$ cat src/rtl/bullet_pool.sv
`default_nettype none
// ============================================================================
// Module   : bullet_pool
// Purpose  : Bullet slot pool. Spawn requests use a valid/ready handshake and
//            go to the lowest-index free slot. A programmable move tick steps
//            every live bullet vertically. A bullet retires when its next step
//            would cross the border. Per-slot kill and a global clear are also
//            provided.
// Ports    : i_Clk, i_Rst        clock, asynchronous active-high reset
//            i_fSpawn/i_SpawnPos spawn request and shooter position {x, y}
//            o_fSpawnReady       a slot is free and no clear is in progress
//            i_fKill/i_KillIdx   retire one slot
//            i_fClear            retire all slots, restart the move counter
//            o_BulletState       per-slot live flags
//            o_BulletPosition    slot k at [k*POS_W +: POS_W]
//            o_Count             number of live slots
//            o_DropCnt           saturating count of rejected spawns
// Revision : 1.0  initial release
// ============================================================================
module bullet_pool #(
    parameter int SLOTS    = 16,
    parameter int X_W      = 10,
    parameter int Y_W      = 9,
    parameter int DIR_DOWN = 1,
    parameter int SPEED    = 1,
    parameter int MOVE_DIV = 4,
    parameter int Y_MIN    = 0,
    parameter int Y_MAX    = 460,
    parameter int SPAWN_DX = 16,
    parameter int SPAWN_DY = 24
) (
    input  logic                          i_Clk,
    input  logic                          i_Rst,
    input  logic                          i_fSpawn,
    input  logic [X_W+Y_W-1:0]            i_SpawnPos,
    output logic                          o_fSpawnReady,
    input  logic                          i_fKill,
    input  logic [$clog2(SLOTS)-1:0]      i_KillIdx,
    input  logic                          i_fClear,
    output logic [SLOTS-1:0]              o_BulletState,
    output logic [SLOTS*(X_W+Y_W)-1:0]    o_BulletPosition,
    output logic [$clog2(SLOTS+1)-1:0]    o_Count,
    output logic [7:0]                    o_DropCnt
);

    localparam int POS_W  = X_W + Y_W;
    localparam int IDX_W  = $clog2(SLOTS);
    localparam int CNT_W  = $clog2(SLOTS + 1);
    localparam int MCNT_W = (MOVE_DIV > 1) ? $clog2(MOVE_DIV) : 1;

    // Border arithmetic is done one bit wider than y so y+SPEED cannot wrap.
    localparam logic [Y_W:0]      C_SPEED_EXT = (Y_W+1)'(SPEED);
    localparam logic [Y_W-1:0]    C_SPEED_Y   = Y_W'(SPEED);
    localparam logic [Y_W:0]      C_Y_MAX     = (Y_W+1)'(Y_MAX);
    localparam logic [Y_W:0]      C_Y_LOW     = (Y_W+1)'(Y_MIN + SPEED);
    localparam logic [X_W-1:0]    C_DX        = X_W'(SPAWN_DX);
    localparam logic [Y_W-1:0]    C_DY        = Y_W'(SPAWN_DY);
    localparam logic [MCNT_W-1:0] C_MCNT_LAST = MCNT_W'(MOVE_DIV - 1);

    logic [SLOTS-1:0]            state_q, state_d;
    logic [SLOTS-1:0][POS_W-1:0] pos_q, pos_d;
    logic [MCNT_W-1:0]           mcnt_q, mcnt_d;
    logic [7:0]                  drop_q, drop_d;

    logic                        w_tick;
    logic                        w_ready;
    logic                        w_accept;
    logic [SLOTS-1:0]            w_spawn_sel;
    logic [SLOTS-1:0]            w_kill_sel;
    logic [POS_W-1:0]            w_spawn_pos;

    assign w_tick   = (mcnt_q == C_MCNT_LAST);
    assign w_ready  = ~&state_q & ~i_fClear;
    assign w_accept = i_fSpawn & w_ready;

    // Each field wraps independently.
    assign w_spawn_pos = {i_SpawnPos[POS_W-1:Y_W] + C_DX,
                          i_SpawnPos[Y_W-1:0] + C_DY};

    // Lowest free slot taken from registered state, so a slot freed this
    // cycle is only allocatable on the next one.
    always_comb begin
        logic found;
        found       = 1'b0;
        w_spawn_sel = '0;
        for (int k = 0; k < SLOTS; k++) begin
            if (!state_q[k] && !found) begin
                w_spawn_sel[k] = w_accept;
                found          = 1'b1;
            end
        end
    end

    // A kill aimed at a free slot is ignored. A pending spawn into that slot
    // is then left intact.
    always_comb begin
        w_kill_sel = '0;
        for (int k = 0; k < SLOTS; k++) begin
            w_kill_sel[k] = i_fKill && (i_KillIdx == IDX_W'(k)) && state_q[k];
        end
    end

    // Per-slot priority: clear, kill, spawn, move/retire, hold.
    always_comb begin
        logic [Y_W:0] y_ext;
        logic [Y_W:0] y_down;
        state_d = state_q;
        pos_d   = pos_q;
        y_ext   = '0;
        y_down  = '0;
        for (int k = 0; k < SLOTS; k++) begin
            y_ext  = {1'b0, pos_q[k][Y_W-1:0]};
            y_down = y_ext + C_SPEED_EXT;
            if (i_fClear || w_kill_sel[k]) begin
                state_d[k] = 1'b0;
                pos_d[k]   = '1;
            end else if (w_spawn_sel[k]) begin
                state_d[k] = 1'b1;
                pos_d[k]   = w_spawn_pos;
            end else if (state_q[k] && w_tick) begin
                if (DIR_DOWN != 0) begin
                    if (y_down > C_Y_MAX) begin
                        state_d[k] = 1'b0;
                        pos_d[k]   = '1;
                    end else begin
                        pos_d[k][Y_W-1:0] = y_down[Y_W-1:0];
                    end
                end else begin
                    if (y_ext < C_Y_LOW) begin
                        state_d[k] = 1'b0;
                        pos_d[k]   = '1;
                    end else begin
                        pos_d[k][Y_W-1:0] = pos_q[k][Y_W-1:0] - C_SPEED_Y;
                    end
                end
            end
        end
    end

    always_comb begin
        mcnt_d = mcnt_q + MCNT_W'(1);
        if (i_fClear || w_tick) begin
            mcnt_d = '0;
        end
    end

    // Drops survive a clear; only reset zeroes the count.
    always_comb begin
        drop_d = drop_q;
        if (i_fSpawn && !w_ready && (drop_q != 8'hFF)) begin
            drop_d = drop_q + 8'd1;
        end
    end

    always_ff @(posedge i_Clk or posedge i_Rst) begin
        if (i_Rst) begin
            state_q <= '0;
            pos_q   <= '1;
            mcnt_q  <= '0;
            drop_q  <= '0;
        end else begin
            state_q <= state_d;
            pos_q   <= pos_d;
            mcnt_q  <= mcnt_d;
            drop_q  <= drop_d;
        end
    end

    always_comb begin
        o_Count = '0;
        for (int k = 0; k < SLOTS; k++) begin
            o_Count = o_Count + CNT_W'(state_q[k]);
        end
    end

    assign o_fSpawnReady    = w_ready;
    assign o_BulletState    = state_q;
    assign o_BulletPosition = pos_q;
    assign o_DropCnt        = drop_q;

endmodule
`default_nettype wire

$ cat config.mk
export PLATFORM = sky130hd
export DESIGN_NAME = bullet_pool
export DESIGN_NICKNAME = d
export VERILOG_FILES = /design/src/rtl/bullet_pool.sv
export SDC_FILE = /design/constraint.sdc
export NUM_CORES = 1
export LEC_CHECK = 0
export BUFFER_PORTS_ARGS = -buffer_cell sky130_fd_sc_hd__buf_2
export CAP_MARGIN = 5
export CELL_PAD_IN_SITES_DETAIL_PLACEMENT = 0
export CELL_PAD_IN_SITES_GLOBAL_PLACEMENT = 1
export CORE_MARGIN = 2
export CORE_UTILIZATION = 39
export CTS_CLUSTER_DIAMETER = 200
export CTS_CLUSTER_SIZE = 8
export DETAILED_ROUTE_END_ITERATION = 16
export PLACE_DENSITY_LB_ADDON = 0.15
export SKIP_LAST_GASP = 1
export SLEW_MARGIN = 10
export SYNTH_ARGS = -nofsm -noshare
export SYNTH_HDL_FRONTEND = slang
export SYNTH_SLANG_ARGS = --single-unit
export TNS_END_PERCENT = 1
$ cat constraint.sdc
create_clock -name i_Clk -period 9.2 [get_ports i_Clk]
set_input_delay 0.46 -clock i_Clk [delete_from_list [all_inputs] [get_ports i_Clk]]
set_output_delay 0.46 -clock i_Clk [all_outputs]
set_load 0.02 [all_outputs]
; Word level (Yosys, flattened, before mapping)
; Cells that the tools add are included.
[word_totals]
rom_bits = 0
elab_cells = 460
latchBits = 0
n_memories = 0
inputBits = 28
register_bits = 330
out_inout_bits = 334
ramBits = 0
[op_classes]
n_eq_ne = 17
n_mux = 176
n_div = 0
addsub = 35
bitwise_logic = 3
shifts = 0
mul = 0
reduce_logical = 163
n_lt_le_gt_ge = 16
[op_table]
columns = op, n
row1 = $mux 19, 48
row2 = $add 9x1->10 const B, 16
row3 = $gt 10x9->1 const B, 16
row4 = $mux 10, 16
row5 = $mux 9, 16
row6 = $reduce_bool 3->1, 32
row7 = $mux 1, 95
row8 = $logic_and 1x1->1, 65
row9 = $add 5x1->5, 11
row10 = $eq 4x4->1 const B, 8
row11 = $reduce_and 2->1, 16
row12 = $logic_not 1->1, 31
row13 = $logic_or 1x1->1, 17
row14 = $eq 4x3->1 const B, 4
row15 = $reduce_and 16->1, 1
row16 = $add 10x5->10 const B, 1
row17 = $add 9x5->9 const B, 1
row18 = $add 8x1->8 const B, 1
row19 = $eq 4x2->1 const B, 2
row20 = $ne 8x8->1 const B, 1
row21 = $add 4x1->5, 1
row22 = $add 3x1->4, 1
row23 = $eq 4x1->1 const B, 1
row24 = $logic_not 4->1, 1
row25 = 7 further kinds, 8

; Logic depth before layout (Yosys ltp)
; Gate-level depths: netlist (run 1).
[depth]
depth_word = 47
depth_mapped = 13
mapped_depth_nobuf = 12

; Worst setup path after synthesis (run 1)
; No wires, ideal clock.
[synth_path]
kind = register -> output
from = register state_q[9] (netlist: o_BulletState[9])
to = output port o_Count[2]
t_required_ps = 8740
arrival_time_ps = 3806
path_stages_with_launch = 12
n_path_buf = 1
slack_ps = 4934
path_cell_list = dfrtp_1 > clkbuf_1 > inv_1 > fa_1 > fa_1 > fa_1 > fa_1 > inv_1 > ha_1 > inv_1 > fa_1 > xnor2_1
[synth_via]
elab_chain_len = 7
[synth_rtl]
columns = element, line
row1 = from (decl), 60  ; logic [SLOTS-1:0] state_q, state_d;
row2 = from (signal assigned), 162  ; state_q <= state_d;
row3 = $add 5x1->5 (7 in series), 172  ; o_Count = o_Count + CNT_W'(state_q[k]);
row4 = to (decl), 42  ; output logic [$clog2(SLOTS+1)-1:0] o_Count,
; No other way between the ends.

; Worst setup path in the final report (run 1)
[layout_path]
from = register state_q[9] (netlist: o_BulletState[9])
to = output port o_Count[4]
; Same word-level chain as after synthesis.

==> results.md, run 1 <==
- Row Count: 81
- Req. time, crit path: 8.74 ns
- Cell breakdown of the critical path: inv_1, fa_1, fa_1, fa_1, fa_1, inv_1, ha_1, inv_1, fa_1, nor2b_1, o21a_1, buf_2
- Post-route core utilization: between 40% and 50%
- Sequential-to-total area share from yosys stat: 44.3%
- Worst Setup Start Kind: flip-flop
- Total Routed Length: 77,300 um
- Vias: 18,500
- Mapped Avg Cell Area: between 9 and 10 um2
- Via/cell ratio: 6.09
- Post-CTS setup buffers: 0
- CTS max path bufs: 3
- Final hold vios: 0
- Largest net degree at the start of global routing: 126
- DR WL/cell: 25.5 um
- Syn Inst Count: 2,050
- Seq cells post-synth: 330
- Share of layout cells above drive strength 1: about a third
- Worst setup EP type: output port
- Leak Pwr: a little over 9 nW
- Port bufs: 361
- Area delta synth->final: 18.3%
- CTS HTree Levels: 2
- DRT Pass-1 Iters: 6
- Post-Layout Cell Count: 3,030
- Final net count: 2,433
- Critical path arrival: 4.58 ns
- Worst Tran Pin Value: about 1.1 ns
- Vias in the first global route: 17,200
- WP buf/inv: 4
- Initial antenna violation count: 5
- DRC errors left: 0
- F_max: 0.198 GHz
- Setup TNS: 0 ns
- Grt total ovfl: 0
- Die Wd: 228 um
- Library cells used by synthesis: 105
- Final ANT Viol Nets: 0
- Total power: 0.00627 W
- Initial DRC count: 1,561
- Period utilisation layout: 54.8%
- Crit Path Max Fanout: 14
- Dpl hpwl: 54,200 um
- Min Clock Period, post-route: 5.04 ns
- Final weighted congestion in routability-driven placement: around 0.9
- I/O Pins: 362
- First-pass GRT wire length: between 100,000 and 150,000 um
- Synth warnings: 0
- Synth async-reset ratio: 100%
- Total track usage: roughly 29%
- Clock-pin slew on the worst setup and hold paths: 0.06 ns
- Pwr/cell area: 272 mW/mm2
- Status: finished, final reports clean
- Syn nets: ~2,100
- Max cap viols: 0
- Clock Skews: between 0.02 and 0.025 ns
- Sink Count: 330
- Root buf cell: clkbuf_16
- VDD IR max: 0.183 mV
- Top cell by count, worst path: fa_1
- Critical path class: reg2out
- Slowest stage cell, crit path: dfrtp_1
- Core region area: ~0.049 mm2
- CTS tree: built
- Worst skew pair latency: 0.59 ns
- Placed Instances: just under 3,000
- RSZ-0062 raised after global routing: false
- Syn Std Cell Area: 0.0195 mm2
- HP Class: in2async
- Final setup viols: 0
- Fin area: 0.0231 mm2
- Total die area: 0.0518 mm2
- Max-slew headroom: between 20% and 30%
- Cts-stage hold buffer count: 0
- Post-synth EDFFs: 0
- Die H: 228 um
- Pins Over Slew Limit: 0
- Initial core utilization: 39.7%
- Area of placed instances: 0.0218 mm2
- Synth Flop Type: dfstp_2
- Crit path max-delay family: adder cells
- Num CTS Buffers: 47
- # resized after CTS: 0
- CP peak stage delay: approximately 0.65 ns
## sequential cells by signal, indices dropped and copies added, names as in the netlist
register / flops
mcnt_q: 2
o_BulletPosition: 304
o_BulletState: 16
o_DropCnt: 8
## logic make-up after synthesis
kind of cell	count (synthesis)	synth area share (%)
AND/OR/NAND/NOR	647	17.6
AO/OA/AOI/OAI	758	27.6
XOR/XNOR	38	1.71
flip-flops	330	44.3
multiplexers	8	0.417
adder cells (fa/ha/maj)	54	3.85
buffers and inverters	215	4.48
## layout make-up
cell class / count / area (um2)
Fill cell: 4726 / 26100
Multi-Input combinational cell: 1505 / 10000
Timing Repair Buffer: 388 / 2010
Antenna cell: 2 / 5.00
Clock buffer: 58 / 1220
Tap cell: 664 / 831
Sequential cell: 330 / 8640
Inverter: 79 / 304
Clock inverter: 4 / 35.0
## power by group
group          internal [W]  total, W  switching [W]  leakage [nW]
Combinational      0.000905   0.00245        0.00154          5.05
Clock              0.000915   0.00159       0.000672         0.610
Sequential          0.00182   0.00223       0.000411          3.55
## routing by layer
metal	track usage, %	wire, um	share of wire, %	vias to the layer above
met1	40.4	34300	44	9293
met3	6.72	5440	7.0	143
li1	-	-	-	8350
met2	45.0	34800	45	663
met5	0	39	0.050	-
met4	10.2	2790	3.6	6
## path summary, 6_finish.rpt
check | from | to | slack [ns] | depth (start not counted)
worst max-delay path | o_BulletState[9]$_DFFE_PP0P_ | o_Count[4] | 4.16 | 12
worst min-delay path | i_Rst | o_DropCnt[4]$_DFFE_PP0P_ | 0.04 | 2
worst max register to register | o_BulletState[1]$_DFFE_PP0P_ | o_BulletPosition[166]$_DFFE_PP1P_ | 4.76 | 8
worst min register to register | mcnt_q[0]$_DFF_PP0_ | mcnt_q[0]$_DFF_PP0_ | 0.44 | 1
max in group asynchronous | i_Rst | o_BulletState[13]$_DFFE_PP0P_ | 7.58 | 3
min in group i_Clk | i_SpawnPos[18] | o_BulletPosition[208]$_DFFE_PP1P_ | 0.41 | 4
## cell usage in the layout (no fill, tap or decap), types with 16 or more instances in the layout
master     instances
nand2_1          136
a31oi_1           27
a21oi_1          159
xnor2_1           17
inv_1             76
o22a_1            99
dfstp_2          304
and3_1            49
ha_1              43
buf_2            361
o21ai_0          133
nand3_1          102
nor3_1            50
a21o_1            35
a2bb2oi_1         60
and4_1            17
xor2_1            16
dfrtp_1           26
clkbuf_16         47
buf_4             27
o22ai_1           39
nor2_1           118
and2_1            35
nand4_1           28
## worst reg2reg max path, cell delays in order, from the launching register on
cell	delay (ns)
dfrtp_1	0.66
ha_1	0.50
nand2_1	0.24
or4_1	0.83
nor2_1	0.67
o21ai_1	0.17
and2_1	0.30
nor2_1	0.77
o22a_1	0.24
## synth_stat cells, types with 10 or more instances
library cell,count,area share [%]
a211oi_1,11,0.42
a21o_1,35,1.3
a21oi_1,160,4.1
a221oi_1,13,0.58
a2bb2oi_1,60,2.7
a31o_2,11,0.49
a31oi_1,27,0.87
and2_1,35,1.1
and3_1,49,1.6
and4_1,17,0.76
buf_1,14,0.27
buf_2,28,0.72
clkbuf_1,87,1.7
dfrtp_1,26,3.3
dfstp_2,304,41
fa_1,10,1.0
ha_1,44,2.8
inv_1,77,1.5
nand2_1,136,2.6
nand2b_1,14,0.45
nand3_1,102,2.6
nand3b_1,10,0.39
nand4_1,28,0.90
nor2_1,118,2.3
nor2b_1,12,0.39
nor3_1,50,1.3
nor3b_1,10,0.39
o21a_1,14,0.54
o21ai_0,133,3.4
o221a_2,10,0.58
o22a_1,99,4.4
o22ai_1,39,1.3
or3_1,12,0.39
xnor2_1,22,0.99
xor2_1,16,0.72
## through the flow
stage / hold slack [ns] / worst slack (ns)
after CTS: 0.0943 / 4.17
after global placement: 0.431 / 4.87
final: 0.0357 / 4.16
after detailed placement: 0.434 / 4.80
after floorplan: 0.408 / 0.103
after global routing: 0.107 / 3.95
(Power assumes the default switching activity.)
==> inputs of run 2 (changes only) <==
ABC_AREA = 1   (was not set)
CORE_UTILIZATION = 37   (was 39)
clock period = 4.6 ns   (was 9.2 ns; I/O delays follow)
==> run 2 against run 1 <==
- synthesized area is 6.5% higher
- largest cell class unchanged
- wire length is 1.8% lower
- clock power is 100% higher
- count of clock-buffer cells in the layout stayed put
- synthesized cell count is 41% higher
- sequential power is 90% higher
==> results.md, run 2 <==
- Vias in the first global route: 19,100
- Area delta synth->final: 18.1%
- WP buf/inv: 4
- Via/cell ratio: a little over 5
- Cells on worst reg2reg path: 15
- Critical path arrival: 4.25 ns
- Setup TNS: 0 ns
- Commonest non-fill, non-tap cells in the layout: nand2_1, buf_2, inv_1
- Initial antenna violation count: 7
- Worst Setup Start Kind: flip-flop
- F_max: 0.223 GHz
- Total die area: 0.0580 mm2
- Reg2Reg Setup Slack: 1.35 ns
- Fin area: 0.0245 mm2
- Min Clock Period, post-route: 4.48 ns
- Port bufs: around 360
- Sequential-to-total area share from yosys stat: 41.6%
- Clock-pin slew on the worst setup and hold paths: 0.05 ns
- DRC errors left: 0
- Worst setup EP type: output port
- Num CTS Buffers: 47
- Library cells used by synthesis: 50
- DR WL/cell: 19.0 um
- Status: finished, final reports clean
- Share of layout cells above drive strength 1: between 20% and 30%
- Root buf cell: clkbuf_16
- Die H: between 200 and 250 um
- Max-slew headroom: 21.1%
- Area of placed instances: 0.0232 mm2
- Critical path class: reg2out
- Grt total ovfl: 0
- Synth area leaders: dfstp_2, nand2_1, nand3_1
- Synth warnings: 0
- Post-synth EDFFs: 0
- DRT Pass-1 Iters: 5
- Total track usage: 26.0%
- Most common cell after layout, fill and taps aside: nand2_1
- I/O Pins: 362
- Mapped Avg Cell Area: around 7 um2
- Dpl hpwl: roughly 54,000 um
- RSZ-0062 raised after global routing: false
- Cell taking the most area after synthesis: dfstp_2
- HP Class: in2reg
- Critical Path Stages: 11
- CTS tree: built
- Synth async-reset ratio: 100%
- Most common cell in the netlist: nand2_1
- CTS HTree Levels: 2
- Pwr/cell area: 435 mW/mm2
- Syn nets: ~3,000
- VDD IR max: 0.265 mV
- Die Wd: 241 um
- Slowest stage cell, crit path: fa_2
- Core region area: 0.0553 mm2
- Initial core utilization: a little under two fifths
- Vias: 20,300
- Synth top cells by count: nand2_1, inv_1, nand3_1, dfstp_2, nor2_1
- Syn Std Cell Area: around 0.021 mm2
- Sink Count: 330
- Final weighted congestion in routability-driven placement: slightly below 0.9
- Total Routed Length: roughly 76,000 um
- Leak Pwr: 12.9 nW
- Clock Skews: 0.0347 ns
- Final hold vios: 0
- Crit Path Max Fanout: 7
- Final setup viols: 0
- Largest net degree at the start of global routing: 126
- Top-area cell type share of the netlist area: 38.5%
- Crit path max-delay family: adder cells
- Seq cells post-synth: 330
- Syn Inst Count: 2,897
- Row Count: 86
- Hold Crit Depth: 4
- Initial DRC count: 1,278
- Worst skew pair latency: 0.60 ns
- Top cell by count, worst path: fa_1
- Max cap viols: 0
- Worst Tran Pin Value: 1.18 ns
- Max FFs per register: 304
- Synth Flop Type: dfstp_2
- Cell breakdown of the critical path: inv_1, fa_1, fa_1, fa_2, fa_1, inv_1, ha_1, inv_1, fa_1, o21ai_0, buf_2
- Post-route core utilization: 44.3%
- CP peak stage delay: approximately 0.6 ns
- Req. time, crit path: 4.37 ns
- Filler cells: 5,824
- First-pass GRT wire length: 116,000 um
- CTS max path bufs: 3
- Final net count: approximately 3,300
- Final ANT Viol Nets: 0
- Period utilisation layout: 97.3%
- Pins Over Slew Limit: 0
[run 2: changes by cell type in the layout (fill, tap and decap cells not counted), moves of 37 or more]
cell,change
a21oi_1,-109
a2bb2oi_1,-60
and3_1,-48
inv_1,+268
nand2_1,+942
nand3_1,+213
nand4_1,+84
nor2_1,+41
nor3_1,-42
o22a_1,-99
o22ai_1,-37
[run 2: report_power, final]
| part | leakage (nW) | switching, W | internal, W |
|---|---|---|---|
| sequential | 3.54 | 0.000538 | 0.00370 |
| clock | 0.620 | 0.00137 | 0.00184 |
| combinational | 8.70 | 0.00221 | 0.00101 |
| total | 12.9 | 0.00412 | 0.00655 |
[run 2: cells by family after synthesis]
kind of cell             share of synthesized area, %
AO/OA/AOI/OAI                                    5.53
XOR/XNOR                                         3.12
adder cells (fa/ha/maj)                          3.62
buffers and inverters                            9.25
flip-flops                                       41.6
AND/OR/NAND/NOR                                  36.9
[run 2: cell type report]
cell class | count | area (um2) | area share [%]
multi-input cells | 2090 | 10200 | 41.6
flip-flops and latches | 330 | 8640 | 35.3
repair buffers | 392 | 2080 | 8.48
inverters | 364 | 1380 | 5.61
clock buffers | 58 | 1220 | 4.97
well taps | 748 | 936 | 3.82
clock inverters | 4 | 57.6 | 0.235
diodes | 2 | 5.00 | 0.0204
[run 2: routing by layer]
layer	up-vias	routed length [um]	global-route usage, %
li1	9810	-	-
met1	9794	34400	36.1
met2	581	34300	41.1
met3	94	5730	6.27
met4	10	1440	5.29
met5	-	68	0
[run 2: per-stage QoR]
stage | power, W | cells | hold slack [ns] | setup WS [ns]
after floorplan | 0.00633 | 2897 | 0.360 | 0.212
after global placement | 0.00744 | 3917 | 0.420 | 0.700
after detailed placement | 0.00748 | 3917 | 0.427 | 0.678
after CTS | 0.0108 | 3985 | 0.00839 | 0.0268
after global routing | 0.0113 | 3986 | 0.0466 | 0.000908
final | 0.0107 | 3988 | 0.0349 | 0.122
[run 2: worst min-delay path: stages]
cell,delay (ns)
buf_2,0.09
xor2_1,0.14
nor2_1,0.12
a21oi_1,0.05
[run 2: final timing paths]
kind                                               from                           endpoint
setup reg to reg           o_BulletState[0]$_DFFE_PP0P_       o_BulletState[7]$_DFFE_PP0P_
setup / recovery           o_BulletState[9]$_DFFE_PP0P_                         o_Count[4]
max in group asynchronous                         i_Rst       o_BulletState[1]$_DFFE_PP0P_
hold reg to reg                     mcnt_q[0]$_DFF_PP0_                mcnt_q[0]$_DFF_PP0_
hold / removal                           i_SpawnPos[18]  o_BulletPosition[189]$_DFFE_PP1P_
min in group asynchronous                         i_Rst  o_BulletPosition[212]$_DFFE_PP1P_
[run 2: what timing repair did]
action                                  CTS  global route
resized for setup                         0             5
hold buffers                              6             0
endpoints found under the setup margin    0             3
endpoints found under the hold margin    28             0
buffers inserted                          0             1
